[config.mk]
export PLATFORM = sky130hd
export DESIGN_NAME = adc_input_axi_write
export DESIGN_NICKNAME = d
export VERILOG_FILES = /design/src/rtl/adc_input_common.sv /design/src/rtl/adc_input_axi_write.sv
export SDC_FILE = /design/constraint.sdc
export NUM_CORES = 1
export LEC_CHECK = 0
export CAP_MARGIN = 10
export CORE_MARGIN = 8
export CORE_UTILIZATION = 52
export DETAILED_ROUTE_END_ITERATION = 8
export PLACE_DENSITY_LB_ADDON = 0.2
export SLEW_MARGIN = 10
export SYNTH_ARGS = -nofsm -noshare
export SYNTH_HDL_FRONTEND = slang
export SYNTH_SLANG_ARGS = --single-unit
[constraint.sdc]
create_clock -name ACLK -period 5.9 [get_ports ACLK]
set_input_delay 0.59 -clock ACLK [delete_from_list [all_inputs] [get_ports ACLK]]
set_output_delay 0.59 -clock ACLK [all_outputs]
set_load 0.03 [all_outputs]
[src/rtl/adc_input_common.sv]
// Shared register map and bit masks for the adc_input register block.
// Latency: n/a (constants only).
// Backpressure: n/a.
//
// Used by both the read and write halves of the AXI-Lite register window so
// the address map and field masks live in exactly one place.
package adc_input_common;

    // Register byte offsets within the AXI-Lite window.
    localparam logic [31:0] AXI_ADDR_CR    = 32'h0000_0000;
    localparam logic [31:0] AXI_ADDR_SR    = 32'h0000_0004;
    localparam logic [31:0] AXI_ADDR_DSIZE = 32'h0000_0008;

    // Field masks.
    localparam logic [31:0] _CR_TEST = 32'h0000_0001;
    localparam logic [31:0] _SR_PC   = 32'h0000_0001;

endpackage

[src/rtl/adc_input_axi_write.sv]
// AXI-Lite write slave for the adc_input register window (CR, SR, DSIZE).
// Latency: final AW/W handshake -> register update 1 cycle later -> BVALID 2 cycles later.
// Backpressure: single outstanding write; AW/W stall until the B response is taken by BREADY.
//
// Ports:
//   ACLK, ARESETN           clock, asynchronous active-low reset
//   AWADDR/AWVALID/AWREADY  write-address channel
//   WDATA/WSTRB/WVALID/WREADY write-data channel
//   BRESP/BVALID/BREADY     write-response channel (always OKAY)
//   dsize                   DSIZE register value
//   cr_test                 CR test bit
//   sr_pc_clr               one-cycle pulse asking the owner of SR to clear its PC flag
module adc_input_axi_write
    import adc_input_common::*;
#(
    parameter logic [31:0] C_BASEADDR = 32'd0,
    parameter logic [31:0] C_HIGHADDR = 32'd0
) (
    input  logic        ACLK,
    input  logic        ARESETN,

    input  logic [31:0] AWADDR,
    input  logic        AWVALID,
    output logic        AWREADY,

    input  logic [31:0] WDATA,
    input  logic [3:0]  WSTRB,
    input  logic        WVALID,
    output logic        WREADY,

    output logic [1:0]  BRESP,
    output logic        BVALID,
    input  logic        BREADY,

    output logic [31:0] dsize,
    output logic        cr_test,
    output logic        sr_pc_clr
);

    typedef enum logic [2:0] {
        IDLE,
        HAVE_A,
        HAVE_W,
        WRITE,
        RESP
    } state_t;

    localparam logic [1:0] RESP_OKAY = 2'b00;

    // The upper bound is informational; a non-zero bound that cannot hold
    // the whole register map is a configuration mistake worth stopping on.
    if (C_HIGHADDR != 32'd0 && C_HIGHADDR < C_BASEADDR + AXI_ADDR_DSIZE + 32'd3) begin : g_window_check
        $error("adc_input_axi_write: C_HIGHADDR does not cover the register map");
    end

    state_t      state;
    logic [31:0] addr_q;
    logic [31:0] wdata_q;
    logic [3:0]  wstrb_q;

    logic        aw_hs;
    logic        w_hs;
    logic        hit_cr;
    logic        hit_sr;
    logic        hit_dsize;

    // Ready signals depend on state only, so a master may present AW and W
    // in any order or together without a combinational path through us.
    assign AWREADY = (state == IDLE) || (state == HAVE_W);
    assign WREADY  = (state == IDLE) || (state == HAVE_A);
    assign BRESP   = RESP_OKAY;

    assign aw_hs = AWVALID && AWREADY;
    assign w_hs  = WVALID && WREADY;

    // Exact full-width match; anything else in the window is silently ignored.
    assign hit_cr    = (addr_q == C_BASEADDR + AXI_ADDR_CR);
    assign hit_sr    = (addr_q == C_BASEADDR + AXI_ADDR_SR);
    assign hit_dsize = (addr_q == C_BASEADDR + AXI_ADDR_DSIZE);

    always_ff @(posedge ACLK or negedge ARESETN) begin
        if (!ARESETN) begin
            state     <= IDLE;
            addr_q    <= '0;
            wdata_q   <= '0;
            wstrb_q   <= '0;
            BVALID    <= 1'b0;
            dsize     <= '0;
            cr_test   <= 1'b0;
            sr_pc_clr <= 1'b0;
        end else begin
            // sr_pc_clr is a pulse: it only survives the cycle it is set in.
            sr_pc_clr <= 1'b0;

            if (aw_hs) begin
                addr_q <= AWADDR;
            end
            if (w_hs) begin
                wdata_q <= WDATA;
                wstrb_q <= WSTRB;
            end

            case (state)
                IDLE: begin
                    if (aw_hs && w_hs) begin
                        state <= WRITE;
                    end else if (aw_hs) begin
                        state <= HAVE_A;
                    end else if (w_hs) begin
                        state <= HAVE_W;
                    end
                end

                HAVE_A: begin
                    if (w_hs) begin
                        state <= WRITE;
                    end
                end

                HAVE_W: begin
                    if (aw_hs) begin
                        state <= WRITE;
                    end
                end

                WRITE: begin
                    if (hit_dsize) begin
                        for (int i = 0; i < 4; i++) begin
                            if (wstrb_q[i]) begin
                                dsize[i*8 +: 8] <= wdata_q[i*8 +: 8];
                            end
                        end
                    end
                    if (hit_cr && wstrb_q[0]) begin
                        cr_test <= |(wdata_q & _CR_TEST);
                    end
                    if (hit_sr && wstrb_q[0] && |(wdata_q & _SR_PC)) begin
                        sr_pc_clr <= 1'b1;
                    end
                    state <= RESP;
                end

                RESP: begin
                    // First RESP cycle raises BVALID, so the written value is
                    // visible one cycle before the response; then hold for BREADY.
                    if (!BVALID) begin
                        BVALID <= 1'b1;
                    end else if (BREADY) begin
                        BVALID <= 1'b0;
                        state  <= IDLE;
                    end
                end

                default: begin
                    state <= IDLE;
                end
            endcase
        end
    end

endmodule

==> metrics, run 1 <==
Crit path largest cell delay=0.65 ns; synth top area cells=sky130_fd_sc_hd__dfrtp_1, sky130_fd_sc_hd__mux2_2, sky130_fd_sc_hd__nor4_4; post-synthesis sequential element count=106; distinct cell type count after synthesis=20; clock-pin slew on the worst setup and hold paths=about 0.09 ns; clock tree from TritonCTS=done; count leader, synth=sky130_fd_sc_hd__dfrtp_1; mean routed wirelength per cell=17.41 um; clock sink count=between 100 and 150; setup ws final=between 3 and 4 ns; Commonest cells post-synth=sky130_fd_sc_hd__dfrtp_1, sky130_fd_sc_hd__mux2_2, sky130_fd_sc_hd__nor4_1; critical path launch point=addr_q[13]; Hold Buf Count CTS=0; Layout Area Growth over Synthesis=33.06%; initial core utilization=a little over half; ratio of routed vias to standard cells=5.079; Warnings, synthesis=0; largest area contributor in the synthesized netlist=sky130_fd_sc_hd__dfrtp_1; post-cts repair resize count=0; Most used DFF post-synth=sky130_fd_sc_hd__dfrtp_1; number of rows created at floorplan=32; antenna violation net count after detailed routing=0; width of the chip=105.1 um; worst rel slew slack=around two fifths; first-iteration detailed-routing DRC count=50; capture point of the worst reg-to-reg path=dsize[22]; critical-path maximum fanout=8; final number of hold-violating endpoints=0; count of mapped cells out of synthesis=between 200 and 300; number of buffers inserted during clock tree synthesis=9; number of antenna violations at the first check in global routing=0; count of flip-flops with a built-in enable after synthesis=0; max-capacitance violation count=0; register-to-register path setup slack=around 3.5 ns; maximum operating frequency=around 0.42 GHz; VDD IR max=between 200 and 250 uV; CTS root buffer=sky130_fd_sc_hd__clkbuf_8; fraction of synthesized cell area taken by the top area cell type=between 60 and 70%; r2r startpoint=addr_q[13]; final design area excluding fillers=approximately 5500 um^2; Leakage=~2.4 nW; RSZ-0062 raised after global routing=false; Clock Latency Late Sink=0.36 ns; final net count=~450; Fin Clk Skew=around 0.010 ns; kind of critical path=reg -> reg; r2r worst-path depth=4; Post-Place Setup Slack=approximately 3.5 ns; critical path depth in cells=4; WP data required=roughly 6 ns; slew at the pin closest to its max-slew limit=about 0.9 ns; vias=2453; post-route fraction of the period consumed by the critical path=about two fifths; pin count of the biggest net entering global routing=69; via count of the first global-routing pass=2792; library cell contributing the largest single delay on the critical path=sky130_fd_sc_hd__nor4_4; CP startpoint kind=flip-flop; first-pass detailed-route iteration total=4; Setup crit end kind=flip-flop; overall die area=11040 um^2; share of async-settable or async-resettable flops after synthesis=100.0%; crit path time final=2.388 ns; I/O pin cnt=~110; Slew Limit Fails=0; Final Core Density=between 70% and 80%; Post-DP Area=5316 um^2; Setup Total Neg Slack=0 ns; Arrival @ worst endpoint=between 2 and 3 ns; number of port buffers=109; Avg Inst Size Synth=15.69 um^2; global-route wire length before repair=13950 um; Diodes inserted=0; cell-by-cell trace of the critical path=nor4_1 > nand4_2 > nor4_4 > mux2_2; layout cell share with drive strength beyond 1=a little under a third; gpl congestion=between 0.6 and 0.7; Die Y-Extent=about 110 um; overflow left after global routing=0; Total Wirelength=roughly 8400 um; outcome=completed; buffer and inverter count on the worst path=0; kind of cell with the highest combined delay on the critical path=simple AND/OR/NAND/NOR gates; final setup fails=0; Hold Path Class=in -> async; Cell Pwr Density=~370 nW/um^2; CP Capture Point=dsize[22]; sequential cell area fraction in the yosys report=around 64%; number of H-tree branching levels=3; number of remaining DRC errors=0; core area=just under 8000 um^2; area of the mapped netlist=a little over 4000 um^2; Max Buffers Root-to-Sink=2; GRT Util Overall=about 16%; number of setup buffers added after CTS=0; sum of net half-perimeters after detailed placement=approximately 6200 um
-- worst min path at each step --
stage,slack [ns],from,end
5_1_grt,0.19,ARESETN,addr_q[13]
2_1_floorplan,0.29,ARESETN,BVALID
3_3_place_gp,0.48,wdata_q[15],dsize[15]
3_5_place_dp,0.49,wdata_q[15],dsize[15]
6_report,0.17,ARESETN,addr_q[13]
4_1_cts,0.18,ARESETN,addr_q[13]
-- state kept, by name (all words and copies together), names as in the netlist --
| register | count |
|---|---|
| wstrb_q | 4 |
| wdata_q | 32 |
| sr_pc_clr | 1 |
| addr_q | 32 |
| dsize | 32 |
| BVALID | 1 |
| state | 3 |
| cr_test | 1 |
-- cells by family after synthesis --
family                 Yosys count  share of synthesized area [%]
flip-flops                     106                          64.30
multiplexers                    98                          26.72
buffers and inverters           15                          1.547
AND/OR/NAND/NOR                 37                          6.551
AO/OA/AOI/OAI                    6                         0.7886
other                            1                        0.09090
-- cells in the final DEF (no fill, tap or decap), drive strengths merged --
cell,n
nand3b,2
and3b,1
nor2,7
a21oi,1
o21ai,4
mux2,97
clkdlybuf4s50,108
buf,3
clkinvlp,3
a21o,1
nand2,8
nor4,13
nand2b,1
conb,2
clkbuf,12
nand4,2
and2,2
dfrtp,106
inv,5
clkinv,1
mux2i,1
nand3,1
-- routing by layer --
layer / up-vias / global-route usage (%) / share of wire (%)
li1: 1148 / - / -
met1: 1220 / 18.06 / 41
met2: 76 / 25.70 / 49
met3: 9 / 7.617 / 8.5
met4: 0 / 4.587 / 1.1
met5: - / 0 / 0
-- area by class of cell --
cell class | instances | area (um^2)
Fill cell | 531 | 2238
Inverter | 5 | 18.77
Timing Repair Buffer | 111 | 1104
Clock buffer | 12 | 145.1
Tap cell | 102 | 127.6
Multi-Input combinational cell | 143 | 1414
Sequential cell | 106 | 2653
Clock inverter | 4 | 27.53
-- power by group --
group          switching, W  total, W  internal [W]
combinational      0.000223  0.000538      0.000315
sequential         0.000129   0.00111      0.000976
clock              0.000233  0.000398      0.000165
-- through the flow --
stage          instances  hold WS (ns)  total power [W]
2_1_floorplan        264        0.2944         0.001485
3_3_place_gp         467        0.4798         0.001632
3_5_place_dp         467        0.4883         0.001669
4_1_cts              483        0.1789         0.002070
5_1_grt              483        0.1863         0.002172
6_report             483        0.1691         0.002042
-- worst reg2reg max path: cells and delay by family (launching register included) --
kind / cells / cell delay, ns
multiplexers: 1 / 0.41
flip-flops: 1 / 0.39
AND/OR/NAND/NOR: 3 / 1.48
Note: power is estimated with default switching activity, not from simulation.
==> inputs of run 2 (changes only) <==
--- a/config.mk
+++ b/config.mk
@@ -7,7 +7,7 @@
 export LEC_CHECK = 0
 export CAP_MARGIN = 10
 export CORE_MARGIN = 8
-export CORE_UTILIZATION = 52
+export CORE_UTILIZATION = 48
 export DETAILED_ROUTE_END_ITERATION = 8
 export PLACE_DENSITY_LB_ADDON = 0.2
 export SLEW_MARGIN = 10
==> constraint.sdc (replaced) <==
create_clock -name ACLK -period 2.45 [get_ports ACLK]
set_input_delay 0.245 -clock ACLK [delete_from_list [all_inputs] [get_ports ACLK]]
set_output_delay 0.245 -clock ACLK [all_outputs]
set_load 0.03 [all_outputs]
==> run 2 against run 1 <==
  * Global-route usage is 0.86 points lower
  * Core utilization fell by 5.4 points
  * Setup slack got worse by 3.3 ns
  * Cell area up 1.7%
  * Register-to-register slack got worse by 3.3 ns
  * Sequential cell count unchanged
  * Combinational power increased by 140%
  * Die area up 7.0%
  * Via count rose by 1.1%
  * Sequential share of layout area fell by 0.81 points
  * Critical path type unchanged
  * Critical endpoint is now dsize[24]
  * Largest power group unchanged
==> metrics, run 2 (synthesis results as in run 1) <==
outcome=completed; GRT Util Overall=14.92% (-0.86 points); vias=2480 (+1.1%); antenna violation net count after detailed routing=0 (unchanged); number of remaining DRC errors=0 (unchanged); worst rel slew slack=62.84% (+23 points); Layout Area Growth over Synthesis=35.34%; first-iteration detailed-routing DRC count=40 (-20%); clock-pin slew on the worst setup and hold paths=0.10 ns (about the same); kind of critical path=reg -> reg; CTS root buffer=sky130_fd_sc_hd__clkbuf_8; post-cts repair resize count=0 (unchanged); Diodes inserted=0 (unchanged); Leakage=2.449 nW (+2.1%); I/O pin cnt=112 (unchanged); Arrival @ worst endpoint=2.45 ns (-0.18 ns); initial core utilization=48.49% (-4.9 points); Max Buffers Root-to-Sink=2 (unchanged); most frequent standard cell in the layout excluding fill and tap cells=sky130_fd_sc_hd__clkdlybuf4s50_1; overflow left after global routing=0 (unchanged); Setup crit end kind=flip-flop; Hold Path Class=in -> reg; mean routed wirelength per cell=16.71 um (-4.0%); Die Y-Extent=108.7 um (+3.5%); global-route wire length before repair=13700 um (-1.8%); post-route fraction of the period consumed by the critical path=89.85% (+49 points); width of the chip=108.7 um (+3.5%); clock sink count=106 (unchanged); Cell Pwr Density=886.4 nW/um^2 (+140%); Fin Clk Skew=0.01386 ns (+0.003486 ns); first-pass detailed-route iteration total=4 (unchanged); Slew Limit Fails=0 (unchanged); number of buffers inserted during clock tree synthesis=9 (unchanged); Final Core Density=65.62% (-5.4 points); sum of net half-perimeters after detailed placement=5979 um (-2.9%); registers with the highest flip-flop counts=addr_q (32), dsize (32), wdata_q (32); final setup fails=0 (unchanged); RSZ-0062 raised after global routing=false; layout cell share with drive strength beyond 1=32.99% (+1.2 points); Setup Total Neg Slack=0 ns (unchanged); Total Wirelength=8289 um (-1.5%); number of antenna violations at the first check in global routing=0 (unchanged); core area=8508 um^2 (+10%); critical-path maximum fanout=8 (unchanged); final number of hold-violating endpoints=0 (unchanged); worst hold stages=3; WP data required=2.70 ns (-3.44 ns); most frequent cells in the layout=sky130_fd_sc_hd__clkdlybuf4s50_1, sky130_fd_sc_hd__dfrtp_1, sky130_fd_sc_hd__mux2_2; Clock Latency Late Sink=0.36 ns (about the same); number of rows created at floorplan=34 (+6.3%); gpl congestion=0.6690 (-4.1%); via count of the first global-routing pass=2749 (-1.5%); CP startpoint kind=flip-flop; crit path time final=2.201 ns (-0.1869 ns); maximum operating frequency=0.4543 GHz (+8.5%); ratio of routed vias to standard cells=5.000 (-1.5%); final net count=456 (+1.6%); VDD IR max=439.6 uV (+95%); r2r worst-path depth=5 (+1); clock tree from TritonCTS=done; number of port buffers=109 (unchanged); max-capacitance violation count=0 (unchanged); pin count of the biggest net entering global routing=107 (+55%); number of H-tree branching levels=3 (unchanged); overall die area=11820 um^2 (+7.0%); slew at the pin closest to its max-slew limit=0.5575 ns (-0.3444 ns)
[run 2: cell count changes in the layout (fill, tap and decap cells not counted)]
cell	previous run	this run
sky130_fd_sc_hd__buf_4	3	7
sky130_fd_sc_hd__buf_12	0	2
sky130_fd_sc_hd__inv_6	0	2
sky130_fd_sc_hd__clkbuf_1	2	1
sky130_fd_sc_hd__clkinvlp_4	3	2
sky130_fd_sc_hd__dlygate4sd3_1	0	1
[run 2: path summary, 6_finish.rpt]
path / startpoint / endpoint / slack, ns
setup / recovery: addr_q[29] / dsize[24] / 0.25
max in group asynchronous: ARESETN / wdata_q[7] / 1.53
hold / removal: WSTRB[3] / wstrb_q[3] / 0.45
min in group asynchronous: ARESETN / dsize[4] / 0.47
setup reg to reg: addr_q[29] / dsize[24] / 0.25
hold reg to reg: wdata_q[9] / dsize[9] / 0.51
[run 2: what timing repair did]
| action | CTS | global route |
|---|---|---|
| setup endpoints to repair | 0 | 8 |
| setup buffers | 0 | 1 |
| hold buffers | 1 | 0 |
| endpoints found under the hold margin | 106 | 0 |
[run 2: worst max-delay path, stage by stage, from the launching register on]
cell and delay, ns:
sky130_fd_sc_hd__dfrtp_1 0.39, sky130_fd_sc_hd__nor4_1 0.39, sky130_fd_sc_hd__nand4_2 0.39, sky130_fd_sc_hd__nor4_4 0.37, sky130_fd_sc_hd__buf_4 0.22, sky130_fd_sc_hd__mux2_2 0.34
[run 2: through the flow]
| stage | cells | hold WS, ns | setup WS [ns] | power [W] | cell area (um^2) |
|---|---|---|---|---|---|
| after CTS | 495 | 0.4193 | 0.06102 | 0.005022 | 5575 |
| final | 496 | 0.4451 | 0.2488 | 0.004949 | 5583 |
| after floorplan | 264 | -0.05059 | 0.2348 | 0.003576 | 4129 |
| after detailed placement | 478 | 0.3615 | 0.06474 | 0.004039 | 5386 |
| after global placement | 478 | 0.3577 | 0.1978 | 0.003961 | 5386 |
| after global routing | 496 | 0.4630 | 0.07596 | 0.005274 | 5583 |
[run 2: cell type report]
type                       instances  area (um^2)
fill                             656         2925
sequential                       106         2653
multi-input combinational        143         1414
timing repair buffer             118         1184
clock buffer                      11        141.4
tap                              108        135.1
clock inverter                     5        37.54
inverter                           5        18.77
[run 2: power by group]
group | internal, W | total (W) | switching [W]
logic | 0.000781 | 0.00131 | 0.000533
clock network | 0.000404 | 0.000974 | 0.000571
registers | 0.00235 | 0.00266 | 0.000307
total | 0.00354 | 0.00495 | 0.00141
[run 2: routing by layer]
metal	vias to the layer above	wire length (um)	global-route usage, %
li1	1167	-	-
met1	1241	3534	18.02
met2	64	4073	24.24
met3	8	592	6.028
met4	0	89	4.106
met5	-	0	0
==> inputs of run 3 (changes only) <==
--- a/config.mk
+++ b/config.mk
@@ -8,6 +8,7 @@
 export CAP_MARGIN = 10
 export CORE_MARGIN = 8
 export CORE_UTILIZATION = 48
+export CTS_CLUSTER_DIAMETER = 30
 export DETAILED_ROUTE_END_ITERATION = 8
 export PLACE_DENSITY_LB_ADDON = 0.2
 export SLEW_MARGIN = 10
==> results of run 3 <==
Same layout as run 2: the final DEF is identical, and so are final timing and power.
